<file path="config.mk">
export PLATFORM = sky130hd
export DESIGN_NAME = deser_lanes
export DESIGN_NICKNAME = d
export VERILOG_FILES = /design/src/rtl/deser_pkg.sv /design/src/rtl/deser_out_stage.sv /design/src/rtl/deser_lanes.sv
export SDC_FILE = /design/constraint.sdc
export NUM_CORES = 1
export LEC_CHECK = 0
export ABC_AREA = 1
export BUFFER_PORTS_ARGS = -buffer_cell sky130_fd_sc_hd__buf_2
export CAP_MARGIN = 25
export CORE_ASPECT_RATIO = 1.75
export CORE_MARGIN = 2
export CORE_UTILIZATION = 35
export CTS_CLUSTER_SIZE = 20
export DETAILED_ROUTE_END_ITERATION = 12
export MAX_ROUTING_LAYER = met4
export PLACE_DENSITY = 0.56
export SLEW_MARGIN = 20
export SYNTH_ARGS = -nofsm -noshare
export SYNTH_HDL_FRONTEND = slang
export SYNTH_SLANG_ARGS = --single-unit
</file>
<file path="constraint.sdc">
create_clock -name clk_i -period 2.8 [get_ports clk_i]
set_input_delay 0.84 -clock clk_i [delete_from_list [all_inputs] [get_ports clk_i]]
set_output_delay 0.84 -clock clk_i [all_outputs]
set_load 0.01 [all_outputs]
</file>
<file path="src/rtl/deser_pkg.sv">
// deser_pkg: shared types and helpers for the multi-lane deserializer.
package deser_pkg;
  typedef enum logic {OUT_EMPTY, OUT_FULL} out_state_e;
  function automatic int beats_w(input int beats);
    return $clog2(beats + 1);
  endfunction
endpackage

</file>
<file path="src/rtl/deser_out_stage.sv">
// deser_out_stage: one-entry valid/ready holding register for assembled words.
module deser_out_stage
  import deser_pkg::*;
#(
  parameter int W = 21
) (
  input  logic         clk_i,
  input  logic         arst_i,
  input  logic         load_i,
  input  logic [W-1:0] word_i,
  input  logic         ready_i,
  output logic [W-1:0] word_o,
  output logic         val_o,
  output logic         load_allowed_o
);
  out_state_e st, st_nx;
  always_ff @(posedge clk_i or posedge arst_i) begin
    if (arst_i) begin
      st <= OUT_EMPTY;
      word_o <= '0;
    end else begin
      st <= st_nx;
      if (load_i) word_o <= word_i;
    end
  end
  always_comb begin
    st_nx = st;
    st_nx = load_i ? OUT_FULL : (ready_i ? OUT_EMPTY : st);
  end
  assign val_o = st == OUT_FULL;
  assign load_allowed_o = st == OUT_EMPTY || ready_i;
endmodule

</file>
<file path="src/rtl/deser_lanes.sv">
// deser_lanes: LANES-bit beats packed into WIDTH-bit words on a valid/ready output.
// DESER_LAST_EN adds data_last_i to flush partially filled words.
module deser_lanes
  import deser_pkg::*;
#(
  parameter int WIDTH     = 16,
  parameter int LANES     = 1,
  parameter bit MSB_FIRST = 1
) (
  input  logic                                clk_i,
  input  logic                                arst_i,
  input  logic [LANES-1:0]                    data_i,
  input  logic                                data_val_i,
  output logic                                data_ready_o,
`ifdef DESER_LAST_EN
  input  logic                                data_last_i,
`endif
  output logic [WIDTH-1:0]                    deser_data_o,
  output logic [beats_w(WIDTH/LANES)-1:0]     deser_beats_o,
  output logic                                deser_data_val_o,
  input  logic                                deser_data_ready_i
);
  localparam int BEATS = WIDTH / LANES;
  localparam int BW = beats_w(BEATS);
  if (WIDTH % LANES != 0 || LANES < 1 || LANES > WIDTH) begin : g_bad_cfg
    $error("deser_lanes: WIDTH must be a positive multiple of LANES");
  end
  logic [BW-1:0] cnt, cnt_nx, ld_beats;
  logic [WIDTH-1:0] shift, shift_nx, aligned, ld_word;
  logic acc_full, accept, last, done, load, load_allowed;
`ifdef DESER_LAST_EN
  assign last = data_last_i;
`else
  assign last = 1'b0;
`endif
  // A held word is stored already aligned so it can load straight from shift.
  always_comb begin
    accept = data_val_i && !acc_full;
    cnt_nx = cnt + 1'b1;
    shift_nx = MSB_FIRST ? WIDTH'({shift, data_i}) : shift | (WIDTH'(data_i) << (int'(cnt) * LANES));
    aligned = MSB_FIRST ? shift_nx << ((BEATS - int'(cnt_nx)) * LANES) : shift_nx;
    done = accept && (cnt_nx == BW'(BEATS) || last);
    load = (acc_full || done) && load_allowed;
    ld_word = acc_full ? shift : aligned;
    ld_beats = acc_full ? cnt : cnt_nx;
  end
  always_ff @(posedge clk_i or posedge arst_i) begin
    if (arst_i) begin
      cnt <= '0;
      shift <= '0;
      acc_full <= 1'b0;
    end else if (acc_full) begin
      if (load_allowed) begin
        acc_full <= 1'b0;
        cnt <= '0;
        shift <= '0;
      end
    end else if (done) begin
      if (load_allowed) begin
        cnt <= '0;
        shift <= '0;
      end else begin
        acc_full <= 1'b1;
        cnt <= cnt_nx;
        shift <= aligned;
      end
    end else if (accept) begin
      cnt <= cnt_nx;
      shift <= shift_nx;
    end
  end
  assign data_ready_o = !acc_full;
  deser_out_stage #(.W(WIDTH + BW)) u_out (
    .clk_i          (clk_i),
    .arst_i         (arst_i),
    .load_i         (load),
    .word_i         ({ld_beats, ld_word}),
    .ready_i        (deser_data_ready_i),
    .word_o         ({deser_beats_o, deser_data_o}),
    .val_o          (deser_data_val_o),
    .load_allowed_o (load_allowed)
  );
endmodule

</file>
==> summary.txt <==
Run status
  • Outcome: finished, final reports clean

Global route
  • Pin count of the biggest net entering global routing: 45
  • GRT Overall Usage: 24.1%
  • Grt ovf: 0
  • Vias in the first global route: 3,059
  • Initial antenna violation count: 0
  • First-pass GRT wire length: 16,400 um

Clock tree
  • CTS Buffer Depth: 2
  • TritonCTS Buffers: 5
  • CTS root buf: clkbuf_16
  • Clock Sinks: 44
  • CTS tree: built
  • Clk pin slew, worst setup/hold paths: 60 ps
  • Post-CTS Setup Repair Bufs: 0
  • Skew-Pair Late Insertion Delay: 290 ps
  • CTS H-tree lvls: 2

Pwr
  • Clk pwr share: 16.4%
  • Leak pwr: 0.00167 uW
  • Switching part of the total: 49.6%
  • Power Dens Cells: 1080 nW/um^2
  • Cell Int Power: 1850 uW
  • Flop pwr share: 26.3%
  • P_sw: 1820 uW
  • Logic gate share of total power: 57.3%
  • Max rail drop VDD: 0.335 mV

Floorplanning
  • Chip Width: 73.8 um
  • Core area: 8310 um^2
  • Die Height: 126 um
  • Die area: 9310 um^2
  • Initial Util: 35.9%
  • # IOs: 28
  • Row count: 44

Job
  • Max-Cap Viols: 0

Place
  • HPWL Detailed: 7570 um
  • Buffers on Ports: 27
  • GP Congestion: 0.969

Route
  • Wire length on met3: 460 um
  • Routed wl met2: 5560 um
  • Highest routing layer actually used: met4
  • Final ANT Viol Nets: 0
  • Final wirelength: 10,600 um
  • First drt pass iteration count: 5
  • Initial DRC count: 222
  • Routed vias: 3,094
  • DR WL/cell: 18.7 um
  • Wl on met1: 4100 um
  • Drt drc: 0
  • Average vias per placed instance: 5.46

Logic synthesis
  • EDFF count, synth: 0
  • Cell taking the most area after synthesis: dfrtp_1
  • Yosys warnings: 0
  • Commonest cells in the netlist: nand2_1, nand3_1, dfrtp_1
  • Netlist cell types: 34
  • Seq/Total Area, Yosys: 36.9%
  • Top FF cell, synth: dfrtp_1
  • Async SR Flop Fraction: 100%
  • Post-Syn Instances: 423
  • Synthesized cell area: 2980 um^2
  • Syn nets: 430
  • Synth top area cells: dfrtp_1, nand2_1, nand3_1
  • Most frequent cell after synthesis: nand2_1
  • Synth top area share: 36.9%
  • Mean Syn Cell Area: 7.05 um^2
  • Register bit total from synthesis: 44

Cells and area
  • Nets: 458
  • Layout Area Growth over Synthesis: 14.1%
  • Antenna diode count: 0
  • Layout cells sized above 1: 17.9%
  • Fill cells: 902

Setup path
  • Setup crit start kind: register
  • Crit path capture type: register
  • Critical path fanouts, max: 18
  • Data required time at the worst endpoint: 3030 ps
  • Setup Crit Path Kind: reg2reg
  • Worst EP arrival: 2680 ps

STA
  • Worst slew pin tran: 630 ps
  • Fin. Hold Viols: 0
  • Fmax achieved: 407 MHz
  • Final critical delay including setup and external delays: 2460 ps
  • Slew Limit Fails: 0
  • Fin crit share: 87.7%
  • Final setup viols: 0
  • RSZ-0062 raised after global routing: no
  • Max-slew headroom: 57.9%
  • Setup Skew: 6.50 ps
  • Hold WS: 477 ps
  • Setup TNS: 0 ps

Hold path
  • Hold Crit Class: reg2reg
==> sequential cells by signal (all words and copies together), names as in the netlist <==
name,count
acc_full,1
u_out.val_o,1
shift,16
u_out.word_o,21
cnt,5
==> critical path, cell delays in order, from the launching register on <==
cell and delay, ps:
dfrtp_1 380, ha_1 350, inv_1 110, nand2_2 100, nor2_4 130, nand2_2 90, nand2_4 210, nand3_1 140
nand2_1 100, nand2_1 80, o21ai_0 360, nand3_1 140, a21o_1 170, nand2_1 50
==> final timing paths <==
check                                             startpoint                           end  slack [ps]  cells past startpoint
min in group asynchronous                             arst_i   u_out.word_o[2]$_DFFE_PP0P_         580                      3
worst max register to register            cnt[0]$_DFFE_PP0P_   u_out.word_o[9]$_DFFE_PP0P_         340                     13
worst max-delay path                      cnt[0]$_DFFE_PP0P_   u_out.word_o[9]$_DFFE_PP0P_         340                     13
max in group asynchronous                             arst_i          shift[5]$_DFFE_PP0P_        2010                      3
worst min register to register  u_out.word_o[16]$_DFFE_PP0P_  u_out.word_o[16]$_DFFE_PP0P_         480                      2
worst min-delay path            u_out.word_o[16]$_DFFE_PP0P_  u_out.word_o[16]$_DFFE_PP0P_         480                      2
==> area by class of cell <==
type	instances	area [um^2]	area share, %
tap	115	144	4.22
clock buffer	8	146	4.30
inverter	31	121	3.56
multi-input combinational	326	1630	47.7
timing repair buffer	43	268	7.86
sequential	44	1100	32.3
==> logic make-up after synthesis <==
| kind of cell | after synthesis | share of synthesized area, % |
|---|---|---|
| xor gates and xnor gates | 1 | 0.294 |
| and+or+nand+nor | 251 | 39.7 |
| adders and majority gates | 2 | 0.838 |
| DFF | 44 | 36.9 |
| AOI/OAI and AO/OA | 72 | 13.5 |
| buffers and inverters | 53 | 8.72 |
==> layer usage <==
metal / up-vias / GRT usage [%]
met2: 109 / 41.0
met3: 31 / 2.56
li1: 1484 / -
met4: 0 / 11.2
met5: - / -
met1: 1470 / 27.5
==> power by group through the flow <==
| stage | combinational, uW | clock, uW | sequential (uW) |
|---|---|---|---|
| 2_1_floorplan | 1450 | 0 | 981 |
| 3_3_place_gp | 2090 | 0 | 971 |
| 3_5_place_dp | 2070 | 0 | 974 |
| 4_1_cts | 2080 | 625 | 964 |
| 5_1_grt | 2310 | 641 | 988 |
| 6_report | 2100 | 602 | 965 |
==> cell usage in the layout (no fill, tap or decap), types with 2 or more instances in the layout <==
| cell type | n |
|---|---|
| buf_4 | 15 |
| nand3_2 | 9 |
| o22ai_1 | 9 |
| nor2_4 | 3 |
| o21ai_2 | 2 |
| a21o_1 | 3 |
| inv_4 | 2 |
| clkbuf_1 | 2 |
| o21ai_0 | 17 |
| dfrtp_1 | 44 |
| nand2_2 | 7 |
| o21ai_1 | 11 |
| inv_2 | 4 |
| nand4_1 | 9 |
| a21oi_1 | 23 |
| nor2_1 | 19 |
| inv_1 | 25 |
| nand2_1 | 116 |
| nand3_1 | 83 |
| a22o_1 | 2 |
| buf_2 | 27 |
| clkbuf_16 | 5 |
| nor2_2 | 2 |
| a31oi_1 | 2 |
==> stage by stage <==
stage | setup WS [ps] | total power (uW) | utilization [%] | area, um^2 | cells
finish | 344 | 3670 | 41.0 | 3410 | 567
global route | 39.4 | 3940 | 41.0 | 3410 | 567
CTS | 284 | 3670 | 40.9 | 3400 | 567
detailed placement | 287 | 3040 | 39.2 | 3260 | 559
global placement | 358 | 3060 | 39.2 | 3260 | 559
floorplan | 630 | 2430 | - | 2980 | 423
==> what timing repair did <==
item                                    in CTS  in global routing
resized for setup                            0                  1
hold buffers                                 0                  0
endpoints found under the setup margin       0                  4
(Power assumes the default switching activity.)
